--- config.mk ---
export PLATFORM = sky130hd
export DESIGN_NAME = morse_symbol_sequencer_flat
export DESIGN_NICKNAME = d
export VERILOG_FILES = /design/src/rtl/morse_pkg.sv /design/src/rtl/morse_symbol_sequencer_if.sv /design/src/rtl/morse_unit_timer.sv /design/src/rtl/morse_symbol_sequencer.sv /design/src/flat_wrapper.sv
export SDC_FILE = /design/constraint.sdc
export NUM_CORES = 1
export LEC_CHECK = 0
export ABC_AREA = 1
export ABC_CLOCK_PERIOD_IN_PS = 5500
export BUFFER_PORTS_ARGS = -buffer_cell sky130_fd_sc_hd__buf_2
export CORE_MARGIN = 2
export CORE_UTILIZATION = 49
export DETAILED_ROUTE_END_ITERATION = 8
export GPL_TIMING_DRIVEN = 1
export PLACE_DENSITY = 0.81
export SYNTH_ARGS = -nofsm -noshare
export SYNTH_HDL_FRONTEND = slang
export SYNTH_HIERARCHICAL = 1
export SYNTH_SLANG_ARGS = --single-unit
--- constraint.sdc ---
create_clock -name clk -period 5.5 [get_ports clk]
set_clock_uncertainty 0.15 [all_clocks]
set_input_delay 1.1 -clock clk [delete_from_list [all_inputs] [get_ports clk]]
set_output_delay 1.1 -clock clk [all_outputs]
set_load 0.02 [all_outputs]
--- src/rtl/morse_pkg.sv ---
// Shared types and timing constants for the Morse symbol sequencer.
package morse_pkg;

   typedef enum logic [1:0] {
      ST_IDLE  = 2'd0,
      ST_MARK  = 2'd1,
      ST_SPACE = 2'd2,
      ST_TAIL  = 2'd3
   } state_e;

   localparam int unsigned DOT_UNITS        = 1;
   localparam int unsigned DASH_UNITS       = 3;
   localparam int unsigned SYM_GAP_UNITS    = 1;
   localparam int unsigned LETTER_GAP_UNITS = 3;
   localparam int          MAX_SYM_DEFAULT  = 5;

endpackage

--- src/rtl/morse_symbol_sequencer_if.sv ---
// Control/status bundle between the code ROM side and the Morse sequencer.
interface morse_symbol_sequencer_if
   import morse_pkg::*;
#(
   parameter int MAX_SYM = morse_pkg::MAX_SYM_DEFAULT
) ();

   // Handshake: start is a one-shot request honoured only while busy is low;
   // code_bits/code_len are captured on that cycle. busy is the only ready indication.
   logic               start;
   logic               abort;
   logic [MAX_SYM-1:0] code_bits;
   logic [2:0]         code_len;
   logic               led;
   logic               busy;
   logic               done;
   state_e             state;

   modport master (
      output start, abort, code_bits, code_len,
      input  led, busy, done, state
   );

   modport slave (
      input  start, abort, code_bits, code_len,
      output led, busy, done, state
   );

endinterface

--- src/rtl/morse_unit_timer.sv ---
// Divides the shared 1 ms tick into Morse unit pulses.
module morse_unit_timer #(
   parameter int UNIT_MS = 100
) (
   input  logic clk,
   input  logic rst,
   input  logic clear,
   input  logic tick_1ms,
   output logic unit_pulse
);

   localparam int              MS_W    = (UNIT_MS > 1) ? $clog2(UNIT_MS) : 1;
   localparam logic [MS_W-1:0] MS_LAST = MS_W'(UNIT_MS - 1);

   logic [MS_W-1:0] ms_cnt_q, ms_cnt_d;

   assign unit_pulse = tick_1ms && (ms_cnt_q == MS_LAST);

   always_comb begin
      ms_cnt_d = ms_cnt_q;
      if (clear)
         ms_cnt_d = '0;
      else if (tick_1ms)
         ms_cnt_d = unit_pulse ? '0 : ms_cnt_q + 1'b1;
   end

   always_ff @(posedge clk or posedge rst) begin
      if (rst) ms_cnt_q <= '0;
      else     ms_cnt_q <= ms_cnt_d;
   end

endmodule

--- src/rtl/morse_symbol_sequencer.sv ---
// Plays one latched Morse character on a single output, timing marks and gaps in units.
module morse_symbol_sequencer
   import morse_pkg::*;
#(
   parameter int UNIT_MS = 100,
   parameter int MAX_SYM = MAX_SYM_DEFAULT
) (
   input  logic                     clk,
   input  logic                     rst,
   input  logic                     tick_1ms,
   morse_symbol_sequencer_if.slave  bus
);

   localparam logic [2:0] MAX_LEN = 3'(MAX_SYM);

   state_e             state_q, state_d;
   logic [MAX_SYM-1:0] bits_q, bits_d;
   logic [2:0]         len_q, len_d;
   logic [2:0]         sym_idx_q, sym_idx_d;
   logic [1:0]         unit_cnt_q, unit_cnt_d;
   logic               led_q, busy_q, done_q;
   logic               done_d;
   logic               is_dash;
   logic [1:0]         last_unit;
   logic               expire;
   logic               unit_pulse;
   logic               timer_clear;

   morse_unit_timer #(.UNIT_MS(UNIT_MS)) u_timer (
      .clk        (clk),
      .rst        (rst),
      .clear      (timer_clear),
      .tick_1ms   (tick_1ms),
      .unit_pulse (unit_pulse)
   );

   // Expiry = the unit pulse that completes the current state's unit target.
   always_comb begin
      is_dash = |(bits_q & (MAX_SYM'(1) << sym_idx_q));
      case (state_q)
         ST_MARK:  last_unit = is_dash ? 2'(DASH_UNITS - 1) : 2'(DOT_UNITS - 1);
         ST_SPACE: last_unit = 2'(SYM_GAP_UNITS - 1);
         ST_TAIL:  last_unit = 2'(LETTER_GAP_UNITS - 1);
         default:  last_unit = '0;
      endcase
      expire = unit_pulse && (unit_cnt_q == last_unit) && (state_q != ST_IDLE);
   end

   always_comb begin
      state_d   = state_q;
      bits_d    = bits_q;
      len_d     = len_q;
      sym_idx_d = sym_idx_q;
      case (state_q)
         ST_IDLE: begin
            sym_idx_d = '0;
            if (bus.start) begin
               bits_d  = bus.code_bits;
               len_d   = (bus.code_len > MAX_LEN) ? MAX_LEN : bus.code_len;
               state_d = (bus.code_len == 3'd0) ? ST_TAIL : ST_MARK;
            end
         end
         ST_MARK:  if (expire) state_d = ((sym_idx_q + 3'd1) < len_q) ? ST_SPACE : ST_TAIL;
         ST_SPACE: if (expire) begin
            sym_idx_d = sym_idx_q + 3'd1;
            state_d   = ST_MARK;
         end
         ST_TAIL:  if (expire) state_d = ST_IDLE;
         default:  state_d = ST_IDLE;
      endcase
      if (bus.abort && (state_q != ST_IDLE))
         state_d = ST_IDLE;

      // Counters restart on every transition and stay parked while idle.
      timer_clear = (state_d != state_q) || (state_q == ST_IDLE);
      if (timer_clear)     unit_cnt_d = '0;
      else if (unit_pulse) unit_cnt_d = unit_cnt_q + 2'd1;
      else                 unit_cnt_d = unit_cnt_q;

      done_d = expire && (state_q == ST_TAIL) && !bus.abort;
   end

   always_ff @(posedge clk or posedge rst) begin
      if (rst) begin
         state_q    <= ST_IDLE;
         bits_q     <= '0;
         len_q      <= '0;
         sym_idx_q  <= '0;
         unit_cnt_q <= '0;
         led_q      <= 1'b0;
         busy_q     <= 1'b0;
         done_q     <= 1'b0;
      end else begin
         state_q    <= state_d;
         bits_q     <= bits_d;
         len_q      <= len_d;
         sym_idx_q  <= sym_idx_d;
         unit_cnt_q <= unit_cnt_d;
         led_q      <= (state_d == ST_MARK);
         busy_q     <= (state_d != ST_IDLE);
         done_q     <= done_d;
      end
   end

   assign bus.led   = led_q;
   assign bus.busy  = busy_q;
   assign bus.done  = done_q;
   assign bus.state = state_q;

endmodule

--- src/flat_wrapper.sv ---
// flat-port wrapper written by rule: the top's interface ports become plain ports
module morse_symbol_sequencer_flat import morse_pkg::*;
#(
   parameter int UNIT_MS = 100,
   parameter int MAX_SYM = MAX_SYM_DEFAULT
)
  (clk, rst, tick_1ms, bus_start, bus_abort, bus_code_bits, bus_code_len, bus_led, bus_busy, bus_done, bus_state);
  morse_symbol_sequencer_if #(.MAX_SYM(MAX_SYM)) bus_i ();
  input  logic clk;
  input  logic rst;
  input  logic tick_1ms;
  input wire logic [$bits(bus_i.start)-1:0] bus_start;
  input wire logic [$bits(bus_i.abort)-1:0] bus_abort;
  input wire logic [$bits(bus_i.code_bits)-1:0] bus_code_bits;
  input wire logic [$bits(bus_i.code_len)-1:0] bus_code_len;
  output wire logic [$bits(bus_i.led)-1:0] bus_led;
  output wire logic [$bits(bus_i.busy)-1:0] bus_busy;
  output wire logic [$bits(bus_i.done)-1:0] bus_done;
  output wire logic [$bits(bus_i.state)-1:0] bus_state;
  assign bus_i.start = bus_start;
  assign bus_i.abort = bus_abort;
  assign bus_i.code_bits = bus_code_bits;
  assign bus_i.code_len = bus_code_len;
  assign bus_led = bus_i.led;
  assign bus_busy = bus_i.busy;
  assign bus_done = bus_i.done;
  assign bus_state = bus_i.state;
  morse_symbol_sequencer #(.UNIT_MS(UNIT_MS), .MAX_SYM(MAX_SYM)) u_core (.clk(clk), .rst(rst), .tick_1ms(tick_1ms), .bus(bus_i));
endmodule
# == After elaboration in Yosys (flattened, before gate mapping) ==
# Index checks and enable logic that the tools add are counted.
# op_classes
mux,18
addsub,3
bitwise,1
shifts,1
n_div,0
n_lt_le_gt_ge,2
multipliers,0
eq_ne,8
reduce_logical,18
# ops
op,count
$mux W7,3
$mux W2,9
$reduce_bool A2 Y1,5
$pmux W2 S4,1
$add A7 B1 Y7 const B,1
$eq A7 B7 Y1 const B,1
$logic_and A1 B1 Y1,6
$mux W3,2
$pmux W3 S2,1
$and A5 B5 Y5,1
$reduce_or A5 Y1,1
$shl A1 B3 Y5 const A,1
$eq A2 B1 Y1 const B,2
$eq A2 B2 Y1 const B,2
$pmux W2 S2,1
$reduce_and A2 Y1,2
$add A3 B1 Y3 const B,1
$gt A3 B3 Y1 const B,1
$logic_not A3 Y1,1
$lt A3 B3 Y1,1
$add A2 B1 Y2 const B,1
$eq A2 B2 Y1,1
$logic_not A2 Y1,1
$ne A2 B1 Y1 const B,1
4 further kinds,4
# word_totals
output_inout_bits,5
mem_bits_ro,0
mem_bits_rw,0
wordCells,60
ff_bits,25
latch_bits,0
input_bits,13
memories,0

# == Longest topological paths before layout ==
# Gate-level depths: netlist of run 1.
# logic_depth
depth_word,14
ltp_mapped,20
ltp_nobuf,20

# == Hierarchy ==
# The synthesis of run 1 kept the hierarchy.
# by_module_without_submodules
mod,seq_area_each_um2,cells_per_inst,n_inst,area_each_um2
morse_symbol_sequencer,450.4,121,1,1071.0
morse_unit_timer,175.2,69,1,457.9

# == Worst setup path before layout of run 1 ==
# Ideal clock, no wire load.
# synth_timing
path_kind,input-to-reg
start,in tick_1ms
end,reg u_core.u_timer.ms_cnt_q[2]
t_required_ns,5.232
path_buffers,0
setup_slack_ns,2.507
setup_ns,0.118
t_arrival_ns,2.725
path_stages,16
path_cell_list,nand2_1 inv_1 nand2_1 nor2_1 inv_1 nor2_1 nand4_1 nand3_2 nand2_1 nand2_2 nand3_4 nor2_4 inv_1 nand2_1 xor2_1 nor2_1
# synth_between
elab_chain_len,9
elab_cells_between_ends,14
cone_classes,eq/ne: 1; mux: 8; reduce/logical: 5
# synth_rtl
item,line,rtl
from (decl),flat_wrapper.sv:11,input logic tick_1ms;
$logic_and A1 B1 Y1 *,morse_unit_timer.sv:17,assign unit_pulse = tick_1ms && (ms_cnt_q == MS_LAST);
named net u_core.unit_pulse,morse_symbol_sequencer.sv:26,logic unit_pulse;
$logic_and A1 B1 Y1 * (2 in series),morse_symbol_sequencer.sv:46,expire = unit_pulse && (unit_cnt_q == last_unit) && (state_q != ST_IDLE);
"$mux W2, on equally long branches","morse_symbol_sequencer.sv:68, morse_symbol_sequencer.sv:63, morse_symbol_sequencer.sv:64",
$pmux W2 S4 *,morse_symbol_sequencer.sv:54,case (state_q)
$mux W2 *,morse_symbol_sequencer.sv:71,if (bus.abort && (state_q != ST_IDLE))
$ne A2 B2 Y1 *,morse_symbol_sequencer.sv:75,timer_clear = (state_d != state_q) || (state_q == ST_IDLE);
$logic_or A1 B1 Y1 *,morse_symbol_sequencer.sv:75,
named net u_core.timer_clear,morse_symbol_sequencer.sv:27,logic timer_clear;
$mux W7 or $reduce_bool A2 Y1 (tied branches),-,
to (signal assigned),morse_unit_timer.sv:29,else ms_cnt_q <= ms_cnt_d;
to (decl),morse_unit_timer.sv:15,"logic [MS_W-1:0] ms_cnt_q, ms_cnt_d;"
# The timed path passes the listed nets; every way through them passes the cells marked *. The select of a mux whose other input is x is not followed.
# A chain may end at the register's enable or synchronous reset.

# == Worst setup path after layout of run 1 ==
# Ends and elaborated chain as after synthesis.

==> results of run 1 <==
-- sequential cells by signal (all words and copies together), names as in the netlist --
register,cells
u_core/u_timer/ms_cnt_q,7
u_core/bits_q,5
u_core/len_q,3
u_core/sym_idx_q,3
u_core/bus.state,2
u_core/unit_cnt_q,2
u_core/bus.busy,1
u_core/bus.done,1
u_core/bus.led,1
-- critical path, cell delays in order --
cell and delay (ps):
buf_2 120, nand2_1 70, inv_1 50, nand2_1 40
nor2_1 220, inv_1 80, nor2_1 290, nand4_1 190
nand3_2 130, nand2_1 70, nand2_2 70, nand3_4 100
nor2_4 180, inv_1 90, nand2_1 80, xor2_1 140
nor2_1 50
-- power by group --
group	switching (W)	internal [W]	total (W)
clock network	0.0000521	0.0000283	0.0000804
logic	0.000207	0.000105	0.000312
registers	0.0000345	0.000231	0.000265
total	0.000293	0.000364	0.000658
-- synthesized netlist by cell type, drive strengths merged --
cell    number
o21bai       1
clkinv       1
nor2        24
o22ai        1
nand2       56
a22o         1
buf          1
xnor2        1
dfrtp       25
nand3       17
a21oi        7
nor3         1
ha           8
inv         35
o21ai        6
xor2         2
nand4        2
a31oi        1
-- per-stage QoR --
stage | power, W | cells | hold slack [ps]
final | 0.000658 | 243 | 355
after global routing | 0.000717 | 243 | 404
after CTS | 0.000666 | 243 | 358
after detailed placement | 0.000584 | 239 | 324
after global placement | 0.000578 | 239 | 320
after floorplan | 0.000519 | 190 | 299
-- cell families after synthesis --
family | after synthesis | share of synthesized area (%)
xor+xnor | 3 | 1.72
flops | 25 | 40.9
compound gates | 17 | 6.63
simple gates | 100 | 35.0
fa+ha+maj | 8 | 6.55
buf+inv | 37 | 9.16
-- layer usage --
metal  up-vias  global-route usage [%]  wire, um
met1       546                    23.8      1230
met5         -                       0         0
met4         0                    6.03        17
met3         2                    2.38        81
met2        16                    30.0      1250
li1        626                       -         -
-- final timing paths --
| kind | slack, ps | cells after the start | start | end |
|---|---|---|---|---|
| worst max-delay path | 2490 | 17 | tick_1ms | u_core/u_timer/ms_cnt_q[2] |
| worst min-delay path | 360 | 2 | u_core/bits_q[1] | u_core/bits_q[1] |
| worst max register to register | 2710 | 15 | u_core/sym_idx_q[0] | u_core/u_timer/ms_cnt_q[2] |
| worst min register to register | 360 | 2 | u_core/bits_q[1] | u_core/bits_q[1] |
| max in group asynchronous | 4030 | 2 | rst | u_core/unit_cnt_q[1] |
| min in group asynchronous | 550 | 2 | rst | u_core/u_timer/ms_cnt_q[4] |
-- layout make-up --
class                           instances  area, um2  area share (%)
Inverter                               36        135            8.06
Clock buffer                            4       26.3            1.57
Sequential cell                        25        626            37.3
Tap cell                               33       41.3            2.46
Multi-Input combinational cell        128        763            45.5
Timing Repair Buffer                   17       85.1            5.07
==> summary.md, run 1 <==
| Metric | Value |
|---|---|
| Drt total wl | 2.58 mm |
| Lkg Pwr | 0.898 nW |
| Fin. Hold Viols | 0 |
| DRC | 0 |
| Die Span Y | 59.9 um |
| Dpl ws | 2170 ps |
| Worst skew pair latency | 310 ps |
| Synthesis-to-finish area growth | 9.66% |
| # setup viols final | 0 |
| TritonRoute pass-1 iters | 4 |
| Crit path DAT | 3080 ps |
| Die area | 0.00358 mm2 |
| Crit end category | flip-flop |
| Num rows | 20 |
| H-tree depth | 1 |
| Via Count | 1190 |
| Post-CTS Resized | 0 |
| Root Buffer | clkbuf_4 |
| Initial Util | 50.9% |
| Nature of the critical path startpoint | input port |
| Core Region | 0.00300 mm2 |
| Antenna cell count | 0 |
| Avg Synthesized Cell Area | 8.05 um2 |
| Syn Inst Count | 190 |
| Detailed placement HPWL | 2.11 mm |
| Outcome | finished clean |
| Vias per Instance | 4.90 |
| # hold bufs at CTS | 0 |
| Slew at the pin closest to its max-slew limit | 689 ps |
| Worst Hold Class | flip-flop to flip-flop |
| Design Area, Final | 0.00168 mm2 |
| Cell taking the most area after synthesis | dfrtp_1 |
| CP Data Required Time | 5560 ps |
| Tmin final | 3010 ps |
| Initial antenna violation count | 0 |
| Clk slew on worst S/H paths | 130 ps |
| Distinct cell type count after synthesis | 28 |
| Drt wl/cell | 10.6 um |
| Final core utilization | 55.8% |
| Pin count of the biggest net entering global routing | 19 |
| Largest cells by area after synthesis | dfrtp_1 41%, nand2_1 12%, inv_1 7.6%, ha_1 6.5%, nand3_2 5.2% |
| Pins Over Slew Limit | 0 |
| Number of max-cap violations | 0 |
| Starting DRT DRC Count | 40 |
| Mapped Nets | 211 |
| GRT Total Usage | 17.9% |
| Commonest cells after routing, fill and taps aside | 49 x nand2_1, 31 x inv_1, 25 x dfrtp_1 |
| RSZ-0062 raised after global routing | no |
| Crit-path max FO | 6 |
| CTS tree | yes |
| Final worst-path cycle share | 54.8% |
| IO Pins | 18 |
| GP Congestion | 0.892 |
| Number of global-route vias before repair | 1221 |
| First-pass GRT wire length | 4.95 mm |
| Most common cell after layout, fill and taps aside | nand2_1 |
| Fmax | 332 MHz |
| Antenna-violating nets left | 0 |
| Setup Buffers After CTS | 0 |
| Fill cells | 274 |
| Clk sink count | 25 |
| Power per cell area | 392 mW/mm2 |
| Max_slew headroom | 54.0% |
| Flops & latches, synth | 25 |
| Sequential-to-total area share from yosys stat | 40.9% |
| CTS Buf Count | 3 |
| I/O Buffers | 17 |
| Setup WS post-layout | 2490 ps |
| Proportion of layout cells with a drive suffix above 1 | 23.8% |
| Max VDD drop | 0.290 mV |
| Grt total ovfl | 0 |
| Setup tns final | 0 ps |
| Placed Area | 0.00165 mm2 |
| Longest Clk Path Bufs | 2 |
| Post-synth top area share | 40.9% |
| WS Path Type | input port to flip-flop |
| Final net count | 232 |
| Yosys Warn Count | 6 |
| Mapped Area | 0.00153 mm2 |
| Chip width | 59.9 um |
No activity file was read; power rests on OpenSTA's default activity.
==> run 2, diff against run 1 <==
ABC_CLOCK_PERIOD_IN_PS = 2800   (was 5500)
clock period = 2.8 ns   (was 5.5 ns; I/O delays follow)
==> run 2 against run 1 <==
Compared with the run above:
- sequential power rose by 98%
- first-iteration DRC count rose by 13%
- largest cell class unchanged
- setup slack got worse by 2400 ps
- largest power group unchanged
==> summary.md, run 2 (synthesized netlist as in run 1, its figures left out) <==
| Metric | Value |
|---|---|
| Clk slew on worst S/H paths | 130 ps |
| Via Count | 1235 |
| Buf/Inv on CP | 3 |
| Proportion of layout cells with a drive suffix above 1 | 27.4% |
| Final net count | 237 |
| Crit path DAT | 2750 ps |
| Number of max-cap violations | 0 |
| Worst path top cell family by delay | adder cells |
| Power per cell area | 777 mW/mm2 |
| # setup viols final | 0 |
| Fmax | 374 MHz |
| Worst skew pair latency | 320 ps |
| Grt total ovfl | 0 |
| GRT Total Usage | 17.6% |
| Detailed placement HPWL | 2.25 mm |
| Die area | 0.00358 mm2 |
| Placed cell count | 241 |
| Max_slew headroom | 56.2% |
| Commonest cells after routing, fill and taps aside | 49 x nand2_1, 30 x inv_1, 25 x dfrtp_1 |
| Nature of the critical path startpoint | flip-flop |
| Antenna-violating nets left | 0 |
| Worst Reg2Reg Path Length in Cells | 16 |
| Setup WS post-layout | 125 ps |
| Largest registers | u_core/u_timer/ms_cnt_q x7, u_core/bits_q x5 |
| DRC | 0 |
| Number of global-route vias before repair | 1185 |
| Worst Hold Class | input port to asynchronous set/reset pin |
| Root Buffer | clkbuf_4 |
| Dpl ws | 26.2 ps |
| CP max stage cell | dfrtp_1 |
| Tot Pwr | 0.00134 W |
| Vias per Instance | 4.98 |
| Starting DRT DRC Count | 45 |
| Initial Util | 50.9% |
| Max reg flops | 7 |
| Non-filler cells, final | 248 |
| Tmin final | 2670 ps |
| Antenna cell count | 0 |
| Pins Over Slew Limit | 0 |
| CP Data Required Time | 2870 ps |
| Outcome | finished clean |
| IO Pins | 18 |
| Synthesis-to-finish area growth | 12.8% |
| CTS tree | yes |
| TritonRoute pass-1 iters | 4 |
| Worst path cell trace | ha_2, ha_1, inv_1, ha_1, a21oi_2, nand2_1, a21oi_2, nand3_2, nand2_4, nand2_4, nand3_4, nor2_4, buf_4, buf_4, nor2_1, a21oi_1 |
| I/O Buffers | 17 |
| CTS Buf Count | 3 |
| Worst reg2reg path startpoint | u_core/sym_idx_q[0] |
| Core Region | 0.00300 mm2 |
| Register-to-register setup slack | 130 ps |
| Chip width | 59.9 um |
| Largest register by flop count | u_core/u_timer/ms_cnt_q |
| First-pass GRT wire length | 4.78 mm |
| Crit-path max FO | 4 |
| Lkg Pwr | 0.923 nW |
| Fin. Hold Viols | 0 |
| Pin count of the biggest net entering global routing | 19 |
| Drt wl/cell | 11.6 um |
| Initial antenna violation count | 0 |
| Clk sink count | 25 |
| Crit end category | flip-flop |
| CP max stage delay | 440 ps |
| Max VDD drop | 0.592 mV |
| GP Congestion | 0.804 |
| WS Path Type | flip-flop to flip-flop |
| H-tree depth | 1 |
| Die Span Y | 59.9 um |
| # hold bufs at CTS | 0 |
| Final worst-path cycle share | 95.5% |
| Slew at the pin closest to its max-slew limit | 656 ps |
| Num rows | 20 |
| Longest Clk Path Bufs | 2 |
| Drt total wl | 2.88 mm |
| Most common cell after layout, fill and taps aside | nand2_1 |
| Capturing point of the worst reg2reg path | u_core/u_timer/ms_cnt_q[0] |
[run 2: cell count changes in the layout (fill, tap and decap cells not counted), sizes merged]
cell | before | now
buf | 17 | 22
[run 2: metrics by stage]
step | cell area [um2] | utilization, % | TNS [ps] | hold slack [ps]
after floorplan | 1530 | - | 0 | 213
after global placement | 1670 | 55.5 | 0 | 319
after detailed placement | 1670 | 55.5 | 0 | 324
after CTS | 1690 | 56.3 | 0 | 2.05
after global routing | 1720 | 57.4 | -2.88 | 22.5
final | 1720 | 57.4 | 0 | 4.08
[run 2: worst max path at each step]
| stage | startpoint | to | depth (start not counted) | slack [ps] |
|---|---|---|---|---|
| after floorplan | u_core/sym_idx_q[0] | u_core/u_timer/ms_cnt_q[2] | 15 | 220 |
| after detailed placement | u_core/sym_idx_q[0] | u_core/u_timer/ms_cnt_q[2] | 15 | 30 |
| final | u_core/sym_idx_q[0] | u_core/u_timer/ms_cnt_q[0] | 16 | 130 |
| after CTS | u_core/sym_idx_q[0] | u_core/u_timer/ms_cnt_q[2] | 15 | 20 |
| after global placement | u_core/sym_idx_q[0] | u_core/u_timer/ms_cnt_q[2] | 15 | 150 |
| after global routing | u_core/sym_idx_q[0] | u_core/u_timer/ms_cnt_q[2] | 15 | -3 |
[run 2: metal layers]
| metal | GRT usage (%) | share of wire (%) | up-vias |
|---|---|---|---|
| li1 | - | - | 636 |
| met1 | 22.5 | 46 | 577 |
| met2 | 30.0 | 50 | 20 |
| met3 | 2.38 | 3.3 | 2 |
| met4 | 6.67 | 0.73 | 0 |
| met5 | 0 | 0 | - |
[run 2: cell type report]
| cell class | count | area, um2 |
|---|---|---|
| fillers | 274 | 1280 |
| multi-input cells | 128 | 773 |
| flip-flops and latches | 25 | 626 |
| inverters | 36 | 135 |
| repair buffers | 22 | 123 |
| well taps | 33 | 41.3 |
| clock buffers | 4 | 26.3 |
[run 2: repair_timing]
item                                    4_1_cts  5_1_grt
gates resized for setup                       0        4
endpoints found under the setup margin        0        6
buffers inserted                              0        3
[run 2: report_power, final]
group          switching (W)  internal (W)  total (W)
Sequential         0.0000724      0.000453   0.000526
Clock               0.000107     0.0000558   0.000163
Combinational       0.000426      0.000225   0.000651
